$ cat config.mk
export PLATFORM = sky130hd
export DESIGN_NAME = bin_to_bcd_glyph_seq_flat
export DESIGN_NICKNAME = d
export VERILOG_FILES = /design/src/rtl/bin_to_bcd_glyph_seq_if.sv /design/src/rtl/bin_to_bcd_glyph_seq.sv /design/src/flat_wrapper.sv
export SDC_FILE = /design/constraint.sdc
export NUM_CORES = 1
export LEC_CHECK = 0
export CORE_MARGIN = 2
export CORE_UTILIZATION = 55
export CTS_BUF_LIST = sky130_fd_sc_hd__clkbuf_4 sky130_fd_sc_hd__clkbuf_8 sky130_fd_sc_hd__clkbuf_16
export CTS_CLUSTER_DIAMETER = 80
export DETAILED_ROUTE_END_ITERATION = 10
export GPL_TIMING_DRIVEN = 0
export PLACE_DENSITY = 0.83
export SLEW_MARGIN = 10
export SYNTH_ARGS = -nofsm -noshare
export SYNTH_HDL_FRONTEND = slang
export SYNTH_SLANG_ARGS = --single-unit
export TNS_END_PERCENT = 50
$ cat constraint.sdc
create_clock -name clk -period 5.2 [get_ports clk]
set_clock_uncertainty 0.1 [all_clocks]
set_input_delay 1.04 -clock clk [delete_from_list [all_inputs] [get_ports clk]]
set_output_delay 1.04 -clock clk [all_outputs]
set_load 0.005 [all_outputs]
$ cat src/rtl/bin_to_bcd_glyph_seq_if.sv
`default_nettype none
// ============================================================================
// Module   : bin_to_bcd_glyph_seq_if
// Brief    : Start/busy/done handshake and result bus of the BCD glyph sequencer.
// Revision : 1.0 - initial release
// ============================================================================
interface bin_to_bcd_glyph_seq_if #(
  parameter int BIN_W   = 8,
  parameter int DIGITS  = 3,
  parameter int GLYPH_W = 6
);
  logic                        start;
  logic [BIN_W-1:0]            bin;
  logic                        busy;
  logic                        done;
  logic                        overflow;
  logic [4*DIGITS-1:0]         bcd;
  logic [GLYPH_W*DIGITS-1:0]   glyphs;

  modport master (
    output start, bin,
    input  busy, done, overflow, bcd, glyphs
  );

  modport slave (
    input  start, bin,
    output busy, done, overflow, bcd, glyphs
  );
endinterface
`default_nettype wire

$ cat src/rtl/bin_to_bcd_glyph_seq.sv
`default_nettype none
// ============================================================================
// Module   : bin_to_bcd_glyph_seq
// Brief    : Bit-serial double-dabble converter mapping BCD digits to HUD glyphs,
//            with sticky overflow saturating the display to all nines.
//            Optional macro T03_LEAD_ZERO_BLANK_EN blanks leading zero digits.
// Revision : 1.0 - initial release
// ============================================================================
module bin_to_bcd_glyph_seq #(
  parameter int BIN_W       = 8,
  parameter int DIGITS      = 3,
  parameter int GLYPH_W     = 6,
  parameter int GLYPH_BASE  = 26,
  parameter int GLYPH_BLANK = 3
) (
  input  logic                 clk,
  input  logic                 rst,
  bin_to_bcd_glyph_seq_if.slave bus
);

  localparam int ACC_W = 4 * DIGITS;
  localparam int GV_W  = GLYPH_W * DIGITS;
  localparam int CNT_W = (BIN_W > 1) ? $clog2(BIN_W) : 1;

  localparam logic [CNT_W-1:0]   C_CNT_LOAD   = CNT_W'(BIN_W - 1);
  localparam logic [GLYPH_W-1:0] C_GLYPH_BASE = GLYPH_W'(GLYPH_BASE);
  localparam logic [GLYPH_W-1:0] C_GLYPH_SAT  = GLYPH_W'(GLYPH_BASE + 9);
`ifdef T03_LEAD_ZERO_BLANK_EN
  localparam logic [GLYPH_W-1:0] C_GLYPH_BLK  = GLYPH_W'(GLYPH_BLANK);
`endif

  function automatic logic [GV_W-1:0] f_glyph_rst();
    logic [GV_W-1:0] v;
    v = '0;
    for (int k = 0; k < DIGITS; k++) begin
`ifdef T03_LEAD_ZERO_BLANK_EN
      v[k*GLYPH_W +: GLYPH_W] = (k == 0) ? C_GLYPH_BASE : C_GLYPH_BLK;
`else
      v[k*GLYPH_W +: GLYPH_W] = C_GLYPH_BASE;
`endif
    end
    return v;
  endfunction

  localparam logic [GV_W-1:0]  C_GLYPH_RST = f_glyph_rst();
  localparam logic [GV_W-1:0]  C_GLYPH_ALL9 = {DIGITS{C_GLYPH_SAT}};
  localparam logic [ACC_W-1:0] C_BCD_ALL9   = {DIGITS{4'h9}};

  // Elaboration-time sanity checks on the configuration
  if (BIN_W < 1 || DIGITS < 1) begin : g_chk_size
    $error("bin_to_bcd_glyph_seq: BIN_W and DIGITS must be >= 1");
  end
  if (GLYPH_BLANK < 0 || GLYPH_BLANK >= (1 << GLYPH_W) ||
      GLYPH_BASE < 0 || GLYPH_BASE + 9 >= (1 << GLYPH_W)) begin : g_chk_glyph
    $error("bin_to_bcd_glyph_seq: glyph indices do not fit in GLYPH_W");
  end

  typedef enum logic [1:0] {
    S_IDLE  = 2'd0,
    S_SHIFT = 2'd1,
    S_DONE  = 2'd2
  } state_t;

  state_t             r_state;
  state_t             w_state_next;
  logic               w_load;
  logic               w_commit;

  logic [BIN_W-1:0]   r_shift;
  logic [ACC_W-1:0]   r_acc;
  logic [CNT_W-1:0]   r_cnt;
  logic               r_ovf;

  logic [ACC_W-1:0]   r_bcd;
  logic [GV_W-1:0]    r_glyphs;
  logic               r_overflow;

  logic [ACC_W-1:0]   w_adj;
  logic [ACC_W-1:0]   w_acc_next;
  logic [BIN_W-1:0]   w_shift_next;
  logic               w_ovf_final;
  logic [GV_W-1:0]    w_glyph_commit;
  logic [3:0]         w_digit;
`ifdef T03_LEAD_ZERO_BLANK_EN
  logic               w_lead;
`endif

  // Add-3 correction, nibble-local with 4-bit wrap
  for (genvar k = 0; k < DIGITS; k++) begin : g_adj
    assign w_adj[4*k +: 4] = (r_acc[4*k +: 4] >= 4'd5) ? (r_acc[4*k +: 4] + 4'd3)
                                                         : r_acc[4*k +: 4];
  end

  assign w_acc_next   = {w_adj[ACC_W-2:0], r_shift[BIN_W-1]};
  assign w_shift_next = r_shift << 1;
  // A 1 in the adjusted MSB is about to be shifted out: value exceeds the digits
  assign w_ovf_final  = r_ovf | w_adj[ACC_W-1];

  always_comb begin
    w_glyph_commit = '0;
    w_digit        = '0;
`ifdef T03_LEAD_ZERO_BLANK_EN
    w_lead         = 1'b1;
`endif
    for (int k = DIGITS - 1; k >= 0; k--) begin
      w_digit = w_acc_next[4*k +: 4];
`ifdef T03_LEAD_ZERO_BLANK_EN
      if (k != 0 && w_lead && w_digit == 4'd0) begin
        w_glyph_commit[k*GLYPH_W +: GLYPH_W] = C_GLYPH_BLK;
      end else begin
        w_glyph_commit[k*GLYPH_W +: GLYPH_W] = C_GLYPH_BASE + GLYPH_W'(w_digit);
      end
      w_lead = w_lead && (w_digit == 4'd0);
`else
      w_glyph_commit[k*GLYPH_W +: GLYPH_W] = C_GLYPH_BASE + GLYPH_W'(w_digit);
`endif
    end
  end

  always_comb begin
    w_state_next = r_state;
    w_load       = 1'b0;
    w_commit     = 1'b0;
    case (r_state)
      S_IDLE, S_DONE: begin
        if (bus.start) begin
          w_load       = 1'b1;
          w_state_next = S_SHIFT;
        end else begin
          w_state_next = S_IDLE;
        end
      end
      S_SHIFT: begin
        if (r_cnt == '0) begin
          w_commit     = 1'b1;
          w_state_next = S_DONE;
        end
      end
      default: w_state_next = S_IDLE;
    endcase
  end

  always_ff @(posedge clk or posedge rst) begin
    if (rst) begin
      r_state <= S_IDLE;
    end else begin
      r_state <= w_state_next;
    end
  end

  always_ff @(posedge clk or posedge rst) begin
    if (rst) begin
      r_shift    <= '0;
      r_acc      <= '0;
      r_cnt      <= '0;
      r_ovf      <= 1'b0;
      r_bcd      <= '0;
      r_glyphs   <= C_GLYPH_RST;
      r_overflow <= 1'b0;
    end else if (w_load) begin
      r_shift <= bus.bin;
      r_acc   <= '0;
      r_cnt   <= C_CNT_LOAD;
      r_ovf   <= 1'b0;
    end else if (r_state == S_SHIFT) begin
      r_acc   <= w_acc_next;
      r_shift <= w_shift_next;
      r_ovf   <= w_ovf_final;
      if (w_commit) begin
        r_overflow <= w_ovf_final;
        r_bcd      <= w_ovf_final ? C_BCD_ALL9   : w_acc_next;
        r_glyphs   <= w_ovf_final ? C_GLYPH_ALL9 : w_glyph_commit;
      end else begin
        r_cnt <= r_cnt - 1'b1;
      end
    end
  end

  assign bus.busy     = (r_state == S_SHIFT);
  assign bus.done     = (r_state == S_DONE);
  assign bus.overflow = r_overflow;
  assign bus.bcd      = r_bcd;
  assign bus.glyphs   = r_glyphs;

endmodule
`default_nettype wire

$ cat src/flat_wrapper.sv
// flat-port wrapper written by rule: the top's interface ports become plain ports
module bin_to_bcd_glyph_seq_flat 
#(
  parameter int BIN_W       = 8,
  parameter int DIGITS      = 3,
  parameter int GLYPH_W     = 6,
  parameter int GLYPH_BASE  = 26,
  parameter int GLYPH_BLANK = 3
)
  (clk, rst, bus_start, bus_bin, bus_busy, bus_done, bus_overflow, bus_bcd, bus_glyphs);
  bin_to_bcd_glyph_seq_if #(.BIN_W(BIN_W), .DIGITS(DIGITS), .GLYPH_W(GLYPH_W)) bus_i ();
  input  logic clk;
  input  logic rst;
  input wire logic [$bits(bus_i.start)-1:0] bus_start;
  input wire logic [$bits(bus_i.bin)-1:0] bus_bin;
  output wire logic [$bits(bus_i.busy)-1:0] bus_busy;
  output wire logic [$bits(bus_i.done)-1:0] bus_done;
  output wire logic [$bits(bus_i.overflow)-1:0] bus_overflow;
  output wire logic [$bits(bus_i.bcd)-1:0] bus_bcd;
  output wire logic [$bits(bus_i.glyphs)-1:0] bus_glyphs;
  assign bus_i.start = bus_start;
  assign bus_i.bin = bus_bin;
  assign bus_busy = bus_i.busy;
  assign bus_done = bus_i.done;
  assign bus_overflow = bus_i.overflow;
  assign bus_bcd = bus_i.bcd;
  assign bus_glyphs = bus_i.glyphs;
  bin_to_bcd_glyph_seq #(.BIN_W(BIN_W), .DIGITS(DIGITS), .GLYPH_W(GLYPH_W), .GLYPH_BASE(GLYPH_BASE), .GLYPH_BLANK(GLYPH_BLANK)) u_core (.clk(clk), .rst(rst), .bus(bus_i));
endmodule
* After elaboration in Yosys (flattened, before gate mapping)
Cells that the tools add are included.
** Storage, ports and cells
- Logic and storage cells :: 51
- Flip-flop bits (word level) :: 57
- Bits of input ports :: 11
- Output and inout port bits :: 33
** Cells by class
- Add/sub/neg operators :: 7
- Equality and inequality tests :: 4
- Reductions and logical operators :: 6
- Bitwise gates (word level) :: 2
- Mux-type cells :: 21
- Order comparisons :: 3
** Operators by type and width (count)
- 2-to-1 mux 12 bit :: 3
- adder 5 x 4 -> 6 bit (first input constant) :: 3
- 2-to-1 mux 18 bit :: 1
- 2-to-1 mux 8 bit :: 2
- adder 4 x 2 -> 4 bit (second input constant) :: 3
- greater-or-equal comparator 4 x 3 -> 1 bit (second input constant) :: 3
- 2-to-1 mux 4 bit :: 3
- 2-to-1 mux 3 bit :: 3
- 2-to-1 mux 1 bit :: 7
- != test 2 x 1 -> 1 bit (second input constant) :: 2
- one-hot mux 2 bit (2 select lines) :: 1
- logical NOT 3 bit :: 1
- AND reduction 3 bit :: 1
- subtractor 3 x 1 -> 3 bit (second input constant) :: 1
- equality test 2 x 1 -> 1 bit (second input constant) :: 1
- equality test 2 bit (second input constant) :: 1
- logical NOT 2 bit :: 1
- 2-to-1 mux 2 bit :: 1
- AND reduction 2 bit :: 1
- nonzero test 2 bit :: 1
- OR reduction 2 bit :: 1
- inverter 1 bit :: 1
- bitwise OR 1 bit :: 1

* Logic depth before layout (Yosys ltp)
Gate-level depths: netlist of run 1.
- Depth in word-level cells :: 6
- Depth in mapped cells :: 9
- Gate-level depth less buffers :: 9

* Least setup slack after synthesis of run 1
Ideal clock, no wire load.
- Path type :: register to output
- From :: reg u_core.r_state[1]
- To :: out bus_busy
- Slack :: 3011 ps
- Required time :: 4060 ps
- Cell stages (with the launch flop) :: 5
- Path buffers :: 2
- Data arrival time :: 1049 ps
- Cell sequence :: dfrtp_1 -> nand2b_4 -> clkinv_4 -> clkbuf_1 -> buf_2
** On the way
- Cells in the longest elaborated chain, start to end :: 1
** RTL lines
- start: declaration :: line bin_to_bcd_glyph_seq.sv:64 : state_t r_state;
- start signal: assignment :: line bin_to_bcd_glyph_seq.sv:147 : r_state <= w_state_next;
- equality test 2 x 1 -> 1 bit :: line bin_to_bcd_glyph_seq.sv:179 : assign bus.busy = (r_state == S_SHIFT);
- end: declaration :: line flat_wrapper.sv:16 : output wire logic [$bits(bus_i.busy)-1:0] bus_busy;
Every way passes these cells.

* Worst setup path in the final report of run 1
Ends and elaborated chain as after synthesis.

==> impl_metrics.toml, run 1 <==
[sta]
period_share_pct = 63.01
setup_viol_count_final = 0
total_negative_setup_slack_ns = 0
worst_slack_ns = 1.923
max_slew.worst_pin.slew_ns = 0.7052
relSlewSlack_pct = 52.92
setup_repair_after_global_routing_missed_its_margin = "no"
final_max_slew_viol_count = 0
finalHoldViolations = 0
crit_path_time_final_ns = 3.277
fmax_achieved_mhz = 305.2

[logic_synthesis]
netlist_area_sq_um = 2519
yosys_warnings = 0
syn-mean-instance-area_sq_um = 10.81
synth_seq_cells = 54
syn-instance-count = 233
netlist_top_cells_area = "dfrtp_1, dfstp_2, ha_1"
synth_fp_nets = 258
seq_total_area_yosys_pct = 54.10
synth_top_area_share_pct = 44.71
yosysUniqueCellTypes = 34
netlist.top_cell.by_area = "dfrtp_1"

[grt]
initial_antenna_violation_count = 0
groute.usage.overall_pct = 22.98
globalRouteOverflowTotal = 0
grt_pass1_vias = 1975
grt_start_max_net_pins = 33
grt_pass1_wl_mm = 9.080

[placement]
place.detailed.hpwl_mm = 4.000
port-buffer-count = 43
gp_congestion = 0.8883
pre_cts_ws_ns = 2.262
placed_area_sq_um = 3042

[clocking]
clockRootBuffer = "clkbuf_8"
cts_tree = "built"
cts_max_level = 2
cts_hold_repair.buffers = 0
cts-root-to-sink-buffers = 2
cts_made_buffers = 5
postCtsResizedCells = 0
worst_skew_pair.late_latency_ns = 0.31
post-cts-setup-buffers = 0
cts.sinks = 54
clk_pin_slew_worst_paths_ns = 0.10

[worst_setup_path]
critical_path.startpoint_type = "flop"
worstSetupPathType = "reg2out"
crit_path_end_kind = "primary output"
worstPathRequired_ns = 4.06
endpoint_arrival_time_on_the_critical_path_ns = 2.14
worstPathMaxFanout = 10

[route]
post_drt_wl_per_cell_um = 16.13
route.detailed.drc = 0
first_pass_iters = 5
drt-vias-per-instance = 5.628
route.final.wire_length_mm = 5.418
dr.first_iter.drc_count = 81
ant_nets = 0
vias = 1891

[cells_and_area]
final_layout_size_suffix_gt1_share_pct = 10.56
diodes = 0
syn_to_final_growth_pct = 25.04
postLayoutCellArea_sq_um = 3149
utilization_pct = 71.83
design.final.nets = 309
fill_cells = 330

[die]
core_region_area_sq_um = 4384
fp-row-count = 24
dieWidth_um = 71.67
floorplan.initialDensity_pct = 57.45
floorplan.io_pins = 44
floorplan.die_area_sq_um = 5137
die_height_um = 71.67

[pwr]
total_leakage_power_nw = 1.418
p_per_area_nw_per_um2 = 659.9
vdd_ir_drop_max_v = 0.0003620

[min_path]
min-delay-path-class = "reg2reg"

[flow_run]
drv.max_cap_violation_count = 0

[run_status]
outcome = "complete, no violations"
[critical path: stages, from the launching register on]
cell	delay (ns)
dfrtp_1	0.38
nand2b_4	0.17
clkinv_4	0.07
clkbuf_1	0.38
buf_2	0.30
clkdlybuf4s50_1	0.53
[flip-flops by register name, indices dropped and copies added (netlist names)]
register and cells:
u_core.r_shift 8, u_core.r_cnt 3, u_core.r_state 2, u_core.bus.overflow 1, u_core.r_ovf 1, u_core.bus.glyphs 18, u_core.r_acc 12, u_core.bus.bcd 9
[metal layers]
metal	up-vias	track usage (%)	part of all wire [%]
met5	-	0	0
met4	0	11.11	1.7
li1	908	-	-
met1	916	28.33	43
met2	58	38.68	49
met3	9	4.641	6.3
[synthesized netlist by cell type (all sizes together)]
cell / count
and2b: 1
nor2: 22
a22o: 17
a32o: 3
a22oi: 7
o22a: 1
ha: 14
a21oi: 20
and2: 1
o211ai: 1
nor2b: 2
or4: 1
xnor2: 4
nand2: 25
nor3b: 6
nand2b: 6
a211oi: 1
dfstp: 9
dfrtp: 45
clkinv: 1
nor4: 1
a211o: 1
nor3: 1
o21ai: 11
buf: 7
clkbuf: 5
mux2i: 6
inv: 14
[area by class of cell]
type	count	area, sq um	area share (%)
timing repair buffer	44	457.9	14.54
tap	52	65.06	2.066
inverter	15	61.31	1.947
sequential	54	1363	43.27
clock buffer	5	68.82	2.185
clock inverter	2	38.79	1.232
buffer	12	62.56	1.986
multi-input combinational	152	1032	32.78
[cells by family after synthesis]
family          share of synthesized area (%)
fa+ha+maj                               6.955
compound gates                          16.64
simple gates                            13.61
xor+xnor                                1.391
mux                                     2.385
flops                                   54.10
buf+inv                                 4.918
[placed cells by master (no fill, tap or decap), types with 2 or more instances in the layout]
master            n
dfrtp_1          45
clkbuf_8          5
a22oi_1           7
nand2_1          24
mux2i_1           6
xnor2_1           4
inv_1            13
buf_2             2
a32o_1            3
a21oi_1          20
o21ai_1           4
nand2b_1          5
dfstp_2           9
o21ai_0           7
ha_1             14
nor2_1           22
nor2b_1           2
clkinv_4          2
clkdlybuf4s50_1  43
a22o_1           17
buf_4             4
clkbuf_1          5
nor3b_1           5
[final timing paths]
check,cells after the start,slack (ns),to,startpoint
setup / recovery,5,1.92,bus_busy,u_core.r_state[1]
hold reg to reg,2,0.38,u_core.bus.glyphs[3],u_core.bus.glyphs[3]
max in group asynchronous,3,3.31,u_core.bus.glyphs[13],rst
hold / removal,2,0.38,u_core.bus.glyphs[3],u_core.bus.glyphs[3]
min in group asynchronous,2,1.05,u_core.r_shift[2],rst
setup reg to reg,9,2.78,u_core.bus.glyphs[15],u_core.r_acc[8]
[power by group]
| group | switching, mW | leakage [nW] | internal [mW] |
|---|---|---|---|
| Clock | 0.136 | 0.0542 | 0.142 |
| Sequential | 0.135 | 0.644 | 0.622 |
| Combinational | 0.523 | 0.720 | 0.520 |
[metrics by stage]
stage | power [mW] | hold WS [ns] | instances
finish | 2.078 | 0.3784 | 336
global route | 2.243 | 0.3965 | 336
CTS | 2.092 | 0.3745 | 336
detailed placement | 1.810 | 0.3605 | 329
global placement | 1.746 | 0.3521 | 328
floorplan | 1.396 | 0.3468 | 233
(Power assumes the default switching activity.)
==> inputs of run 2 (changes only) <==
--- a/config.mk
+++ b/config.mk
@@ -6,12 +6,12 @@
 export NUM_CORES = 1
 export LEC_CHECK = 0
 export CORE_MARGIN = 2
-export CORE_UTILIZATION = 55
+export CORE_UTILIZATION = 52
 export CTS_BUF_LIST = sky130_fd_sc_hd__clkbuf_4 sky130_fd_sc_hd__clkbuf_8 sky130_fd_sc_hd__clkbuf_16
 export CTS_CLUSTER_DIAMETER = 80
 export DETAILED_ROUTE_END_ITERATION = 10
 export GPL_TIMING_DRIVEN = 0
-export PLACE_DENSITY = 0.83
+export PLACE_DENSITY = 0.79
 export SLEW_MARGIN = 10
 export SYNTH_ARGS = -nofsm -noshare
 export SYNTH_HDL_FRONTEND = slang
==> constraint.sdc (replaced) <==
create_clock -name clk -period 3.21 [get_ports clk]
set_clock_uncertainty 0.1 [all_clocks]
set_input_delay 0.642 -clock clk [delete_from_list [all_inputs] [get_ports clk]]
set_output_delay 0.642 -clock clk [all_outputs]
set_load 0.005 [all_outputs]
==> run 2 against run 1 <==
Compared with the run above: largest power group unchanged; critical path depth is the same; largest cell class unchanged; clock power grew 39%; global-route usage shrank 2.4 points; design area shrank 0.72%; first-iteration DRC count grew 81%; core utilization shrank 5.2 points; critical path type unchanged.
==> impl_metrics.toml, run 2 (same netlist as run 1, synthesis figures left out) <==
[run_status]
outcome = "complete, no violations"

[clocking]
cts_max_level = 2
postCtsResizedCells = 0
cts.sinks = 54
cts_hold_repair.buffers = 0
cts-root-to-sink-buffers = 2
cts_made_buffers = 5
cts_tree = "built"
post-cts-setup-buffers = 0
clockRootBuffer = "clkbuf_8"
clk_pin_slew_worst_paths_ns = 0.09
worst_skew_pair.late_latency_ns = 0.31

[placement]
port-buffer-count = 43
dpl.cell_count = 331
place.detailed.hpwl_mm = 3.714
gp_congestion = 0.8275
pre_cts_ws_ns = 0.6272

[cells_and_area]
most-common-layout-cells = "dfrtp_1, clkdlybuf4s50_1, nand2_1, nor2_1, a21oi_1"
fin_cells = 338
final_layout_size_suffix_gt1_share_pct = 10.56
layout_commonest_cell = "dfrtp_1"
largest_register_ffs = 18
syn_to_final_growth_pct = 24.14
diodes = 0
design.final.nets = 309

[worst_setup_path]
crit_path_end_kind = "primary output"
worstSetupPathType = "reg2out"
crit_family = "buffers and inverters"
critical_path.slowest_cell = "clkdlybuf4s50_1"
crit_chain = "nand2b_4 -> clkinv_4 -> clkbuf_1 -> buf_2 -> clkdlybuf4s50_1"
worstPathRequired_ns = 2.47
path_buf_inv = 4
endpoint_arrival_time_on_the_critical_path_ns = 2.16
worstPathMaxFanout = 10
critical_path.startpoint_type = "flop"
crit_path_max_incr_delay_ns = 0.53

[sta]
relSlewSlack_pct = 64.50
total_negative_setup_slack_ns = 0
worst_slack_ns = 0.3113
setup_viol_count_final = 0
max_slew.worst_pin.slew_ns = 0.5325
finalHoldViolations = 0
crit_path_time_final_ns = 2.899
fmax_achieved_mhz = 345.0
period_share_pct = 90.30
worst_hold_slack_ns = 0.3656
setup_repair_after_global_routing_missed_its_margin = "no"
final_max_slew_viol_count = 0

[grt]
grt_util_met2_pct = 32.14
grt_most_used_layer = "met2"
globalRouteOverflowTotal = 0
grt_use_met1_pct = 28.83
grt_start_max_net_pins = 31
initial_antenna_violation_count = 0
grt_pass1_wl_mm = 8.445
groute.usage.overall_pct = 20.62
grtUsageMet3_pct = 5.213
grt_pass1_vias = 1730

[route]
route.detailed.drc = 0
vias = 1839
route.final.wire_length_mm = 5.012
first_pass_iters = 4
post_drt_wl_per_cell_um = 14.83
drt-vias-per-instance = 5.441
dr.first_iter.drc_count = 147
ant_nets = 0

[pwr]
p_per_area_nw_per_um2 = 1047
vdd_ir_drop_max_v = 0.0004469
total_leakage_power_nw = 1.408

[die]
fp-row-count = 25
floorplan.die_area_sq_um = 5416
dieWidth_um = 73.60
die_height_um = 73.60
core_region_area_sq_um = 4692
floorplan.io_pins = 44
floorplan.initialDensity_pct = 53.68

[min_path]
min-delay-path-class = "reg2reg"

[flow_run]
drv.max_cap_violation_count = 0
run 2: cell types whose count changed in the layout (fill, tap and decap cells not counted), sizes merged:
cell / delta
clkinv: -1
bufinv: -1
clkbuf: +2
run 2: power breakdown:
group,switching (mW),internal (mW)
Combinational,0.826,0.843
Clock,0.206,0.180
Sequential,0.211,1.01
Total,1.24,2.03
run 2: layout make-up:
class | count | area [sq um]
buffer | 12 | 62.56
timing repair buffer | 44 | 450.4
fill | 376 | 1565
multi-input combinational | 152 | 1032
sequential | 54 | 1363
inverter | 15 | 61.31
clock buffer | 7 | 90.09
tap | 54 | 67.56
run 2: routing by layer:
metal  routed length [um]  share of wire [%]
met5                    0                  0
met4                   59                1.2
met3                  251                5.0
met2                 2339                 47
met1                 2363                 47
run 2: per-stage QoR:
step | utilization (%) | instance area [sq um] | power [mW]
global placement | 64.29 | 3017 | 2.840
detailed placement | 64.72 | 3037 | 2.913
floorplan | - | 2519 | 2.262
global route | 66.64 | 3127 | 3.559
CTS | 66.64 | 3127 | 3.304
finish | 66.64 | 3127 | 3.274
run 2: final timing paths:
kind / start / end / slack (ns) / cells past startpoint
min in group asynchronous: rst / u_core.r_cnt[1] / 0.58 / 2
min reg2reg: u_core.bus.glyphs[3] / u_core.bus.glyphs[3] / 0.37 / 2
max in group asynchronous: rst / u_core.bus.glyphs[4] / 1.81 / 3
min: u_core.bus.glyphs[3] / u_core.bus.glyphs[3] / 0.37 / 2
max reg2reg: u_core.r_acc[8] / u_core.bus.glyphs[15] / 0.78 / 9
max: u_core.r_state[1] / bus_busy / 0.31 / 5
run 2: worst min-delay path: stages, from the launching register on:
cell	delay (ns)
dfstp_2	0.37
nand2_1	0.04
o21ai_1	0.05
